## src/rtl/spw_tx_host_feeder_pkg.sv

```systemverilog
// Shared types and constants for the SpaceWire TX host feeder: FSM state
// encoding, control-word markers and counter widths.
package spw_tx_host_feeder_pkg;

  typedef enum logic [1:0] {
    ST_IDLE    = 2'd0,
    ST_XFER    = 2'd1,
    ST_TERM    = 2'd2,
    ST_DISCARD = 2'd3
  } feeder_state_e;

  localparam logic [8:0] SPW_EOP = 9'h100;
  localparam logic [8:0] SPW_EEP = 9'h101;

  localparam int BYTE_CNT_W = 16;
  localparam int STAT_CNT_W = 16;

  function automatic logic [8:0] spw_marker(input logic eep);
    return eep ? SPW_EEP : SPW_EOP;
  endfunction

endpackage

```

## src/rtl/spw_tx_host_feeder_timecode.sv

```systemverilog
// Time-code scheduler: latches one pending request and emits a single-cycle
// tick carrying the 6-bit counter when the transmitter and link are ready.
module spw_timecode_sched #(
  parameter int TIME_INIT = 0
) (
  input  logic       clk_i,
  input  logic       rst_ni,
  input  logic       tick_req_i,
  input  logic       ready_tick_i,
  input  logic       link_run_i,
  output logic       tick_o,
  output logic [7:0] time_o
);

  localparam logic [5:0] CNT_INIT = 6'(TIME_INIT);

  logic       pending_q, pending_d;
  logic [5:0] cnt_q, cnt_d;
  logic       fire;

  assign fire = pending_q & ready_tick_i & link_run_i;

  // A request arriving while one is already pending is absorbed.
  always_comb begin
    pending_d = fire ? 1'b0 : (pending_q | tick_req_i);
    cnt_d     = fire ? (cnt_q + 6'd1) : cnt_q;
  end

  always_ff @(posedge clk_i or negedge rst_ni) begin
    if (!rst_ni) begin
      pending_q <= 1'b0;
      cnt_q     <= CNT_INIT;
    end else begin
      pending_q <= pending_d;
      cnt_q     <= cnt_d;
    end
  end

  assign tick_o = fire;
  assign time_o = {2'b00, cnt_q};

endmodule

```

## src/rtl/spw_tx_host_feeder.sv

```systemverilog
// Host-to-TX-FIFO packet feeder with EOP/EEP termination, overflow and
// link-loss discard; optional time-code path enabled by SPW_TX_TIMECODE_EN.
module spw_tx_host_feeder
  import spw_tx_host_feeder_pkg::*;
#(
  parameter int MAX_PKT_LEN = 4096,
  parameter int TIME_INIT   = 0
) (
  input  logic                  CLOCK,
  input  logic                  RESETn,
  input  logic                  host_valid,
  input  logic [7:0]            host_data,
  input  logic                  host_last,
  input  logic                  host_err,
  output logic                  host_ready,
  input  logic                  link_run,
  input  logic                  f_full,
  output logic                  top_tx_write,
  output logic [8:0]            top_tx_data,
  input  logic                  tick_req,
  input  logic                  top_tx_ready_tick,
  output logic                  top_tx_tick,
  output logic [7:0]            top_tx_time,
  output logic [STAT_CNT_W-1:0] pkt_count,
  output logic [STAT_CNT_W-1:0] abort_count,
  output feeder_state_e         dbg_state_o
);

  localparam logic [BYTE_CNT_W-1:0] MAX_LEN = BYTE_CNT_W'(MAX_PKT_LEN);

  // Handshake: a host beat transfers on a rising CLOCK edge where
  // host_valid && host_ready; host_ready never depends on host_valid.

  feeder_state_e         state_q, state_d;
  logic [BYTE_CNT_W-1:0] byte_cnt_q, byte_cnt_d;
  logic [BYTE_CNT_W-1:0] byte_cnt_inc;
  logic                  eep_q, eep_d;
  logic                  forced_q, forced_d;
  logic [STAT_CNT_W-1:0] pkt_cnt_q, pkt_cnt_d;
  logic [STAT_CNT_W-1:0] abort_cnt_q, abort_cnt_d;
  logic                  beat_acc;

  assign beat_acc     = host_valid & host_ready;
  assign byte_cnt_inc = byte_cnt_q + 1'b1;

  always_ff @(posedge CLOCK or negedge RESETn) begin : fsm_reg
    if (!RESETn) begin
      state_q     <= ST_IDLE;
      byte_cnt_q  <= '0;
      eep_q       <= 1'b0;
      forced_q    <= 1'b0;
      pkt_cnt_q   <= '0;
      abort_cnt_q <= '0;
    end else begin
      state_q     <= state_d;
      byte_cnt_q  <= byte_cnt_d;
      eep_q       <= eep_d;
      forced_q    <= forced_d;
      pkt_cnt_q   <= pkt_cnt_d;
      abort_cnt_q <= abort_cnt_d;
    end
  end

  always_comb begin : fsm_next
    state_d     = state_q;
    byte_cnt_d  = byte_cnt_q;
    eep_d       = eep_q;
    forced_d    = forced_q;
    pkt_cnt_d   = pkt_cnt_q;
    abort_cnt_d = abort_cnt_q;
    case (state_q)
      ST_IDLE, ST_XFER: begin
        if (state_q == ST_IDLE) begin
          byte_cnt_d = '0;
        end
        if (state_q == ST_XFER && !link_run) begin
          state_d     = ST_DISCARD;
          byte_cnt_d  = '0;
          abort_cnt_d = abort_cnt_q + 1'b1;
        end else if (beat_acc) begin
          byte_cnt_d = byte_cnt_inc;
          if (host_last) begin
            state_d  = ST_TERM;
            eep_d    = host_err;
            forced_d = 1'b0;
          end else if (byte_cnt_inc == MAX_LEN) begin
            // Length limit hit mid-packet: terminate now, drop the remainder.
            state_d  = ST_TERM;
            eep_d    = 1'b1;
            forced_d = 1'b1;
          end else begin
            state_d = ST_XFER;
          end
        end
      end
      ST_TERM: begin
        if (!f_full) begin
          state_d    = forced_q ? ST_DISCARD : ST_IDLE;
          byte_cnt_d = '0;
          eep_d      = 1'b0;
          forced_d   = 1'b0;
          pkt_cnt_d  = pkt_cnt_q + 1'b1;
        end
      end
      ST_DISCARD: begin
        byte_cnt_d = '0;
        if (host_valid && host_last) begin
          state_d = ST_IDLE;
        end
      end
      default: state_d = ST_IDLE;
    endcase
  end

  // Outputs are forced low while RESETn is asserted so nothing leaks out
  // during reset even though host_ready is combinational.
  always_comb begin : fsm_out
    host_ready   = 1'b0;
    top_tx_write = 1'b0;
    top_tx_data  = '0;
    if (RESETn) begin
      case (state_q)
        ST_IDLE, ST_XFER: begin
          host_ready = link_run & ~f_full;
          if (host_valid && link_run && !f_full) begin
            top_tx_write = 1'b1;
            top_tx_data  = {1'b0, host_data};
          end
        end
        ST_TERM: begin
          if (!f_full) begin
            top_tx_write = 1'b1;
            top_tx_data  = spw_marker(eep_q | ~link_run);
          end
        end
        ST_DISCARD: host_ready = 1'b1;
        default: ;
      endcase
    end
  end

  assign pkt_count   = pkt_cnt_q;
  assign abort_count = abort_cnt_q;
  assign dbg_state_o = state_q;

`ifdef SPW_TX_TIMECODE_EN
  spw_timecode_sched #(
    .TIME_INIT (TIME_INIT)
  ) u_timecode (
    .clk_i        (CLOCK),
    .rst_ni       (RESETn),
    .tick_req_i   (tick_req),
    .ready_tick_i (top_tx_ready_tick),
    .link_run_i   (link_run),
    .tick_o       (top_tx_tick),
    .time_o       (top_tx_time)
  );
`else
  logic unused_timecode_in;
  assign unused_timecode_in = tick_req ^ top_tx_ready_tick;
  assign top_tx_tick        = 1'b0;
  assign top_tx_time        = 8'h00;
`endif

endmodule

```

## config.mk

```make
export PLATFORM = sky130hd
export DESIGN_NAME = spw_tx_host_feeder
export DESIGN_NICKNAME = d
export VERILOG_FILES = /design/src/rtl/spw_tx_host_feeder_pkg.sv /design/src/rtl/spw_tx_host_feeder_timecode.sv /design/src/rtl/spw_tx_host_feeder.sv
export SDC_FILE = /design/constraint.sdc
export NUM_CORES = 1
export LEC_CHECK = 0
export ABC_AREA = 1
export CORE_MARGIN = 4
export CORE_UTILIZATION = 60
export CTS_CLUSTER_SIZE = 12
export DETAILED_ROUTE_END_ITERATION = 6
export DONT_BUFFER_PORTS = 1
export PLACE_DENSITY = 0.88
export SYNTH_ARGS = -nofsm -noshare
export SYNTH_HDL_FRONTEND = slang
export SYNTH_SLANG_ARGS = --single-unit
```

## constraint.sdc

```tcl
create_clock -name CLOCK -period 2.43 [get_ports CLOCK]
set_input_delay 0.486 -clock CLOCK [delete_from_list [all_inputs] [get_ports CLOCK]]
set_output_delay 0.486 -clock CLOCK [all_outputs]
set_load 0.01 [all_outputs]
```

Yosys cells after proc, flatten, opt, wreduce, memory -nomap -nowiden --
Cells that the tools add are included.
Operators by class: add/sub/neg operators 3, equality and inequality tests 11, mux-type cells 34, bitwise gates (word level) 5, reductions and logical operators 14
Operators with widths (count):
- $mux W16 | 4
- $add A16 B1 Y16 const B | 3
- $pmux W16 S3 | 1
- $mux W9 | 2
- $pmux W9 S2 | 1
- $eq A16 B13 Y1 const B | 1
- $mux W2 | 7
- $mux W1 | 13
- $mux W8 | 1
- $ne A2 B2 Y1 const B | 4
- $pmux W1 S2 | 4
- $ne A3 B3 Y1 const B | 2
- $pmux W2 S3 | 1
- $reduce_and A2 Y1 | 3
- $reduce_and A5 Y1 | 1
- $eq A2 B2 Y1 const B | 2
- $logic_and A1 B1 Y1 | 4
- $ne A4 B4 Y1 const B | 1
- $reduce_and A3 Y1 | 1
- $and A1 B1 Y1 | 2
- $eq A2 B1 Y1 const B | 1
- $logic_not A1 Y1 | 2
- $logic_not A2 Y1 | 1
- $not A1 Y1 | 2
- 3 further kinds | 3
Word-level totals: register bits after elaboration 52, input port bits 17, output and inout bits 54, word-level logic and storage cells 73

Depth between registers and ports, before layout --
Gate-level depths: netlist (run 1).
word-level depth 8, mapped depth 16, mapped depth without buffers 16

Worst setup path before layout (run 1) --
No wires, ideal clock.
path type reg2out, start point register state_q[1], in the netlist dbg_state_o[1], end point output port top_tx_data[1], arrival 1556 ps, data required time 1944 ps, slack 388 ps, cell stages (with the launch flop) 8, buffers on the path 1, path through dfrtp_1 -> inv_2 -> nand3_2 -> a21oi_2 -> and2_4 -> nand2_1 -> buf_2 -> nor2_1
On the way: longest elaborated chain between the ends 4, elaborated cells between the ends (all ways) 6, classes of those cells eq/ne: 2; mux: 2; reduce/logical: 2
RTL lines:
- start: declaration | RTL line spw_tx_host_feeder.sv:34 | feeder_state_e state_q, state_d;
- start signal: assignment | RTL line spw_tx_host_feeder.sv:55 | state_q <= state_d;
- $eq A2 B1 Y1 / $logic_not A2 Y1 (equally long branches) | RTL line spw_tx_host_feeder.sv:122 | case (state_q)
- $reduce_or A2 Y1 | RTL line spw_tx_host_feeder.sv:122
- $pmux W9 S2 * | RTL line spw_tx_host_feeder.sv:122
- $mux W9 * | RTL line spw_tx_host_feeder.sv:121 | if (RESETn) begin
- end: declaration | RTL line spw_tx_host_feeder.sv:19 | output logic [8:0] top_tx_data,
Every way passes the cells marked *; elsewhere a longest branch is shown, timed or not.

Final worst setup path (run 1) --
start point register state_q[1], in the netlist dbg_state_o[1], end point output port top_tx_data[7]
The elaborated chain is that of the path after synthesis.

==> results of run 1 <==
-- metal layers --
metal  global-route usage [%]  wire (um)  up-vias
met5                        0          0        -
met4                    6.643         85        0
met3                    6.078        479        8
met2                    37.52       3148       89
met1                    26.75       2486     1100
li1                         -          -     1160
-- cell usage after synthesis (all sizes together) --
cell / instances / area, um^2
and2: 1 / 8.760
a21oi: 2 / 13.76
buf: 13 / 93.83
inv: 46 / 172.7
nand3b: 3 / 22.52
conb: 1 / 3.750
nand2: 112 / 447.9
nand3: 23 / 125.1
nor4: 1 / 12.51
xor2: 18 / 157.7
nor3: 2 / 21.27
and3: 1 / 6.260
xnor2: 14 / 122.6
o21ai: 18 / 116.4
nor2: 38 / 170.2
ha: 3 / 37.54
nand4: 14 / 102.6
dfrtp: 52 / 1301
a31oi: 1 / 6.260
o21bai: 2 / 15.01
o41ai: 1 / 27.53
-- worst max-delay path, delay by kind of cell (launching register included) --
| family | cells | cell delay, ns |
|---|---|---|
| buffers and inverters | 2 | 0.28 |
| flip-flops | 1 | 0.45 |
| AO/OA/AOI/OAI | 1 | 0.16 |
| AND/OR/NAND/NOR | 4 | 0.55 |
-- cells in the final DEF (no fill, tap or decap), types with 5 or more instances in the layout --
cell type  Yosys  routed
dfrtp_1       52      51
conb_1         1       9
buf_4          9      11
nand2_2       11      12
nand4_1       13      13
nor2_1        33      31
xor2_1        18      18
xnor2_1       14      14
inv_1         44      44
o21ai_0       11      11
clkbuf_8       0       5
o21ai_2        7       7
nand3_1       21      21
nand2_1      101     100
-- power by group through the flow --
stage	sequential, mW	combinational (mW)	clock, mW
floorplan	1.13	0.397	0
global placement	1.16	0.475	0
detailed placement	1.16	0.495	0
CTS	1.15	0.520	0.633
global route	1.17	0.594	0.668
finish	1.14	0.520	0.622
-- cells by family after synthesis --
family / Yosys count
and+or+nand+nor: 195
buffers and inverters: 59
DFF: 52
xor gates and xnor gates: 32
AOI/OAI and AO/OA: 24
adders and majority gates: 3
other: 1
-- metrics by stage --
| step | hold WS, ns | instances | worst slack, ns |
|---|---|---|---|
| 5_1_grt | 0.009939 | 448 | 0.006014 |
| 4_1_cts | 0.01362 | 448 | 0.01522 |
| 3_3_place_gp | 0.1928 | 439 | 0.3851 |
| 6_report | -0.002285 | 448 | 0.1787 |
| 2_1_floorplan | 0.1904 | 374 | 0.3878 |
| 3_5_place_dp | 0.1927 | 439 | 0.2535 |
-- registers in the layout, indices dropped and copies added, names as in the netlist --
name	flops
abort_count	16
byte_cnt_q	16
dbg_state_o	2
eep_q	1
forced_q	1
pkt_count	16
-- repair_timing --
action	CTS	global route
gates resized for setup	0	4
endpoints found under the hold margin	52	0
hold buffers	1	0
endpoints found under the setup margin	0	10
-- path summary, 6_finish.rpt --
check | start | endpoint | slack (ns)
setup / recovery | dbg_state_o[1] | top_tx_data[7] | 0.18
hold / removal | RESETn | pkt_count[1] | -0.002
setup reg to reg | byte_cnt_q[1] | forced_q | 0.28
hold reg to reg | forced_q | forced_q | 0.50
max in group asynchronous | RESETn | dbg_state_o[1] | 2.17
min in group CLOCK | f_full | pkt_count[1] | 0.32
-- final cells by class --
type	instances	share of cell area, %
Multi-Input combinational cell	263	44.92
Clock inverter	3	1.429
Timing Repair Buffer	12	3.399
Sequential cell	52	40.21
Inverter	46	5.330
Clock buffer	5	2.124
Tap cell	67	2.588
==> metrics.txt, run 1 <==
status=complete, but fails checks; failing checks=hold timing; Pwr per Cell Area=705.9 nW/um^2; Clk pwr share=27.2%; clock slew at reported path FFs=0.10 ns; area of the multi-input gates=1455 um^2; DR DRC count=0; Yosys Warn Count=0; register area=1303 um^2; Flop pwr share=50.1%; DIE WIDTH=78.54 um; final worst path period share=92.64%; pin count of the biggest net entering global routing=53; CP max FO=9; RSZ-0062 raised after global routing=no; Adder-Cell Fraction of Synth Area=1.257%; total core area=4786 um^2; NumNets Final=400; design area=3239 um^2; Global Route Usage Sum=21.88%; total internal power=1.471 mW; Starting Density=62.38%; HPWL after detailed placement=4479 um; later-pin clock latency in the skew report=0.31 ns; DP Area=3088 um^2; remaining antenna violation count=0; number of global-route vias before repair=2423; Max Fclk=444.2 MHz; fraction of layout cells with a size suffix above 1=14.96%; Final Max Tran Viols=0; Max-cap violations=0; Reg2Reg Depth=14; Mapped Cells=366; Congestion Overflow GR=0; Final Hold Fails=1; crit start category=flip-flop; Peak supply drop=651.6 uV; switching power total=816.2 uW; TNS Setup=0 ns; die area=6168 um^2; row cnt=25; Mapped Area=2985 um^2; largest family of logic cells by synthesized area=simple AND/OR/NAND/NOR gates; critical path data required time=1.94 ns; P&R area growth vs syn=8.508%; Post-CTS Setup Bufs=0; library cells used by synthesis=32; port buffer count=0; Final min period=2.251 ns; total number of vias=2357; mean post-synth cell area=8.157 um^2; Final Setup Violations=0; CP arrival=1.77 ns; clk_skew=0.007028 ns; htree depth=2; vias per cell=5.261; nature of the critical path endpoint=output pin; WL final=6198 um; Lkg Pwr=1.642 nW; drt first pass iters=4; flops & latches, synth=52; CP max stage delay=0.45 ns; critical path class=reg -> out; Diodes inserted=0; io pins=71; post-synthesis xor/xnor area fraction=9.388%; Simple-Gate Fraction of Synth Area=30.72%; part of the power in combinational logic=22.7%; hold slack=-0.002285 ns; multiplexer share of the synthesized area=0%; # clock sinks=52; sw frac=35.69%; Seq/Total Area, Yosys=43.59%; Final GP Congestion=0.8062; CTS Buffer Depth=2; Root Driver=clkbuf_8; CTS tree=built; Filler Cell Count=391; Final Util=67.69%; violation count after the first detailed-routing iteration=201; wire length per cell=13.83 um; initial antenna violation count=0; global-route wire length before repair=10910 um; Slowest cell on crit path=dfrtp_2; Num CTS Buffers=5; worst hold path class=in -> async; compound-gate portion of the synthesized area=5.993%; CP Cell Sequence=inv_2, nand3_2, a21oi_2, and2_4, nand2_2, nor2_1, buf_4; die height=78.54 um; total design power=2.287 mW
No activity file was read; power rests on OpenSTA's default activity.
==> run 2: changes to the inputs <==
SKIP_CTS_REPAIR_TIMING = 1   (was not set)
==> metrics.txt, run 2 (synthesis results as in run 1) <==
total core area=4786 um^2 (unchanged); Pwr per Cell Area=705.8 nW/um^2 (about the same); most frequent cells in the layout=nand2_1, dfrtp_1, inv_1; Final Util=67.69% (unchanged); fraction of layout cells with a size suffix above 1=14.96% (unchanged); CP max FO=9 (unchanged); Num CTS Buffers=5 (unchanged); Starting Density=62.38% (unchanged); total number of vias=2357 (unchanged); final worst path period share=92.75% (+0.10 points); worst r2r dst=forced_q; TNS Setup=0 ns (unchanged); initial antenna violation count=0 (unchanged); final worst slack=0.1762 ns (-0.002530 ns); Final Setup Violations=0 (unchanged); DR DRC count=0 (unchanged); die area=6168 um^2 (unchanged); CP Cell Sequence=inv_2, nand3_2, a21oi_2, and2_4, nand2_2, nor2_1, buf_4; nature of the critical path endpoint=output pin; die height=78.54 um (unchanged); Diodes inserted=0 (unchanged); CP max stage delay=0.45 ns (about the same); Lkg Pwr=1.642 nW (unchanged); CTS tree=built; Top Family by Delay on Critical Path=simple AND/OR/NAND/NOR gates; number of global-route vias before repair=2422 (-0.041%); Slowest cell on crit path=dfrtp_2; crit start category=flip-flop; critical path data required time=1.94 ns (about the same); Final Max Tran Viols=0 (unchanged); clk_skew=0.008220 ns (+0.001192 ns); Reg2Reg Setup Slack=0.26 ns (-0.02 ns); global-route wire length before repair=10890 um (-0.18%); Congestion Overflow GR=0 (unchanged); vias per cell=5.261 (unchanged); Final min period=2.254 ns (+0.002530 ns); port buffer count=0 (unchanged); worst slack, placed=0.2535 ns (unchanged); RSZ-0062 raised after global routing=no; DIE WIDTH=78.54 um (unchanged); clock slew at reported path FFs=0.10 ns (about the same); worst hold path class=in -> async; critical path class=reg -> out; remaining antenna violation count=0 (unchanged); CP arrival=1.77 ns (about the same); row cnt=25 (unchanged); HPWL after detailed placement=4479 um (unchanged); htree depth=2 (unchanged); Final Hold Fails=0 (-1); commonest non-fill, non-tap cell in the layout=nand2_1; WL final=6255 um (+0.92%); Peak supply drop=651.6 uV (about the same); status=finished clean; wire length per cell=13.96 um (+0.92%); drt first pass iters=4 (unchanged); Final GP Congestion=0.8062 (unchanged); io pins=71 (unchanged); RR Startpoint=byte_cnt_q[1]; total design power=2.286 mW (about the same); Reg2Reg Depth=14 (unchanged); hold slack=0.008906 ns (+0.01119 ns); Global Route Usage Sum=21.88% (unchanged); NumNets Final=400 (unchanged); Max-cap violations=0 (unchanged); Root Driver=clkbuf_8; P&R area growth vs syn=8.508% (unchanged); CP bufs+invs=2 (unchanged); later-pin clock latency in the skew report=0.31 ns (about the same); pin count of the biggest net entering global routing=54 (+1.9%); violation count after the first detailed-routing iteration=260 (+29%); CTS Buffer Depth=2 (unchanged); Max Fclk=443.7 MHz (-0.11%); # clock sinks=52 (unchanged)
run 2: cell type report:
class                   instances  area, um^2
clock buffers                   5       68.82
well taps                      67       83.83
flip-flops and latches         52        1303
multi-input cells             263        1455
fillers                       388        1546
inverters                      46       172.7
clock inverters                 3       46.29
repair buffers                 12       110.1
run 2: metrics by stage:
stage | instances | instance area (um^2)
6_report | 448 | 3239
5_1_grt | 448 | 3239
4_1_cts | 447 | 3203
3_5_place_dp | 439 | 3088
3_3_place_gp | 439 | 3088
2_1_floorplan | 374 | 3015
run 2: worst max-delay path by stage:
stage / start / to / slack, ns / cells past startpoint
after floorplan: dbg_state_o[1] / top_tx_data[1] / 0.39 / 7
after global placement: byte_cnt_q[0] / eep_q / 0.39 / 14
after detailed placement: byte_cnt_q[0] / forced_q / 0.25 / 14
after CTS: dbg_state_o[1] / top_tx_data[7] / 0.02 / 7
after global routing: dbg_state_o[1] / top_tx_data[3] / 0.006 / 7
final: dbg_state_o[1] / top_tx_data[7] / 0.18 / 7
run 2: worst reg2reg max path, stage by stage (launching register included):
cell and delay (ns):
dfrtp_1 0.44, ha_1 0.25, nand2_1 0.13, nor2_2 0.26, nand3_1 0.11, nand2_1 0.12
nand2_1 0.06, nor2_1 0.08, nand2_1 0.07, nor2_1 0.11, nand2_1 0.09, nand3_1 0.15
nand2_1 0.09, nand2_1 0.06, nand2_1 0.05
run 2: power by group:
part / internal (mW) / total [mW] / switching (mW)
registers: 0.970 / 1.15 / 0.175
clock network: 0.313 / 0.620 / 0.307
logic: 0.188 / 0.521 / 0.333
run 2: routing by layer:
metal	wire length [um]	share of wire, %	global-route usage, %
met4	85	1.4	6.643
met1	2564	41	26.75
met3	459	7.3	6.078
met5	0	0	0
met2	3146	50	37.52
==> run 3: changes to the inputs <==
GPL_ROUTABILITY_DRIVEN = 0   (was not set)
GPL_TIMING_DRIVEN = 0   (was not set)
==> metrics.txt, run 3 (synthesis results as in run 1) <==
Lkg Pwr=1.655 nW (+0.77%); Num CTS Buffers=5 (unchanged); DIE WIDTH=78.54 um (unchanged); Diodes inserted=0 (unchanged); commonest non-fill, non-tap cell in the layout=nand2_1; P&R area growth vs syn=10.14%; wire length per cell=12.77 um (-8.6%); number of global-route vias before repair=2280 (-5.9%); Final Max Tran Viols=0 (unchanged); Slowest cell on crit path=dfrtp_2; port buffer count=0 (unchanged); die area=6168 um^2 (unchanged); Final Hold Fails=0 (unchanged); NumNets Final=405 (+1.3%); crit start category=flip-flop; Max transition margin=65.24%; Slew @ Worst Pin=0.5196 ns; Non-Filler Instances=453 (+1.1%); critical path data required time=1.94 ns (about the same); CP arrival=1.85 ns (+0.08 ns); Final Util=68.71% (+1.0 points); Peak supply drop=585.5 uV (-10%); Max-cap violations=0 (unchanged); CP Cell Sequence=clkinv_4, nand3_2, a21oi_4, and2_4, nand2_2, buf_6, nor2_2; # clock sinks=52 (unchanged); nature of the critical path endpoint=output pin; worst hold path class=in -> async; violation count after the first detailed-routing iteration=92 (-65%); Max Fclk=428.0 MHz (-3.5%); Final Setup Violations=0 (unchanged); DR DRC count=0 (unchanged); vias per cell=5.146 (-2.2%); clock slew at reported path FFs=0.09 ns (about the same); CP max stage delay=0.52 ns (+0.07 ns); row cnt=25 (unchanged); area of the multi-input gates=1484 um^2 (+2.0%); Pwr per Cell Area=664.9 nW/um^2 (-5.8%); io pins=71 (unchanged); Root Driver=clkbuf_8; drt first pass iters=4 (unchanged); global-route wire length before repair=9860 um (-9.4%); register area=1303 um^2 (unchanged); total core area=4786 um^2 (unchanged); die height=78.54 um (unchanged); remaining antenna violation count=0 (unchanged); critical path class=reg -> out; Global Route Usage Sum=19.56% (-2.3 points); CP max FO=10 (+1); status=finished clean; Starting Density=62.38% (unchanged); Congestion Overflow GR=0 (unchanged); fraction of layout cells with a size suffix above 1=17.62% (+2.7 points); total number of vias=2331 (-1.1%); RSZ-0062 raised after global routing=no; DP Cell Count=441 (+0.46%); HPWL after detailed placement=4337 um (-3.2%); pin count of the biggest net entering global routing=54 (unchanged); most frequent cells in the layout=nand2_1, dfrtp_1, inv_1; total design power=2.186 mW (-4.4%); WL final=5784 um (-7.5%); Filler Cell Count=390 (+0.52%); clk_skew=0.006391 ns (-0.001829 ns); later-pin clock latency in the skew report=0.30 ns (about the same); CTS tree=built; initial antenna violation count=0 (unchanged); final worst path period share=96.15% (+3.4 points); Final min period=2.336 ns (+0.08255 ns); CTS Buffer Depth=2 (unchanged); htree depth=2 (unchanged)
[run 3: cell count changes in the layout (fill, tap and decap cells not counted), sizes merged]
cell | previous run | this run
bufinv | 1 | 0
clkinv | 1 | 2
inv | 47 | 46
buf | 12 | 17
clkinvlp | 0 | 1
[run 3: worst paths after layout]
kind                                      from             end  slack, ns  cells after the start
min in group CLOCK                      f_full    pkt_count[1]       0.33                      3
max in group asynchronous               RESETn  dbg_state_o[1]       2.17                      1
worst min-delay path                    RESETn           eep_q       0.03                      1
worst min register to register           eep_q           eep_q       0.49                      2
worst max register to register   byte_cnt_q[0]        forced_q       0.21                     14
worst max-delay path            dbg_state_o[1]  top_tx_data[4]       0.09                      7
[run 3: metrics by stage]
step	area (um^2)	setup WS, ns	setup TNS, ns	hold slack [ns]
2_1_floorplan	3015	0.3878	0	0.1904
3_3_place_gp	3099	0.1704	0	0.1925
3_5_place_dp	3099	0.1395	0	0.1923
4_1_cts	3189	-0.2062	-1.584	-0.1479
5_1_grt	3288	0.007762	0	0.03232
6_report	3288	0.09367	0	0.02505
[run 3: final cells by class]
class | count | area share [%]
Inverter | 46 | 5.403
Tap cell | 67 | 2.549
Clock buffer | 5 | 2.093
Timing Repair Buffer | 4 | 1.522
Buffer | 13 | 3.044
Multi-Input combinational cell | 263 | 45.13
Clock inverter | 3 | 0.6469
Sequential cell | 52 | 39.61
[run 3: critical path: cells and delay by family, from the launching register on]
family                 cells  cell delay, ns
DFF                        1            0.52
AOI/OAI and AO/OA          1            0.22
and+or+nand+nor            4            0.54
buffers and inverters      2            0.25
[run 3: report_power, final]
group | internal, mW | leakage, nW | switching, mW | total, mW
sequential | 0.970 | 0.684 | 0.192 | 1.16
clock | 0.205 | 0.0445 | 0.295 | 0.500
combinational | 0.202 | 0.926 | 0.322 | 0.524
total | 1.38 | 1.65 | 0.809 | 2.19
[run 3: metal layers]
metal	routed length, um	track usage, %
met1	2394	23.47
met2	2903	34.63
met3	412	4.243
met4	73	6.469
met5	0	0
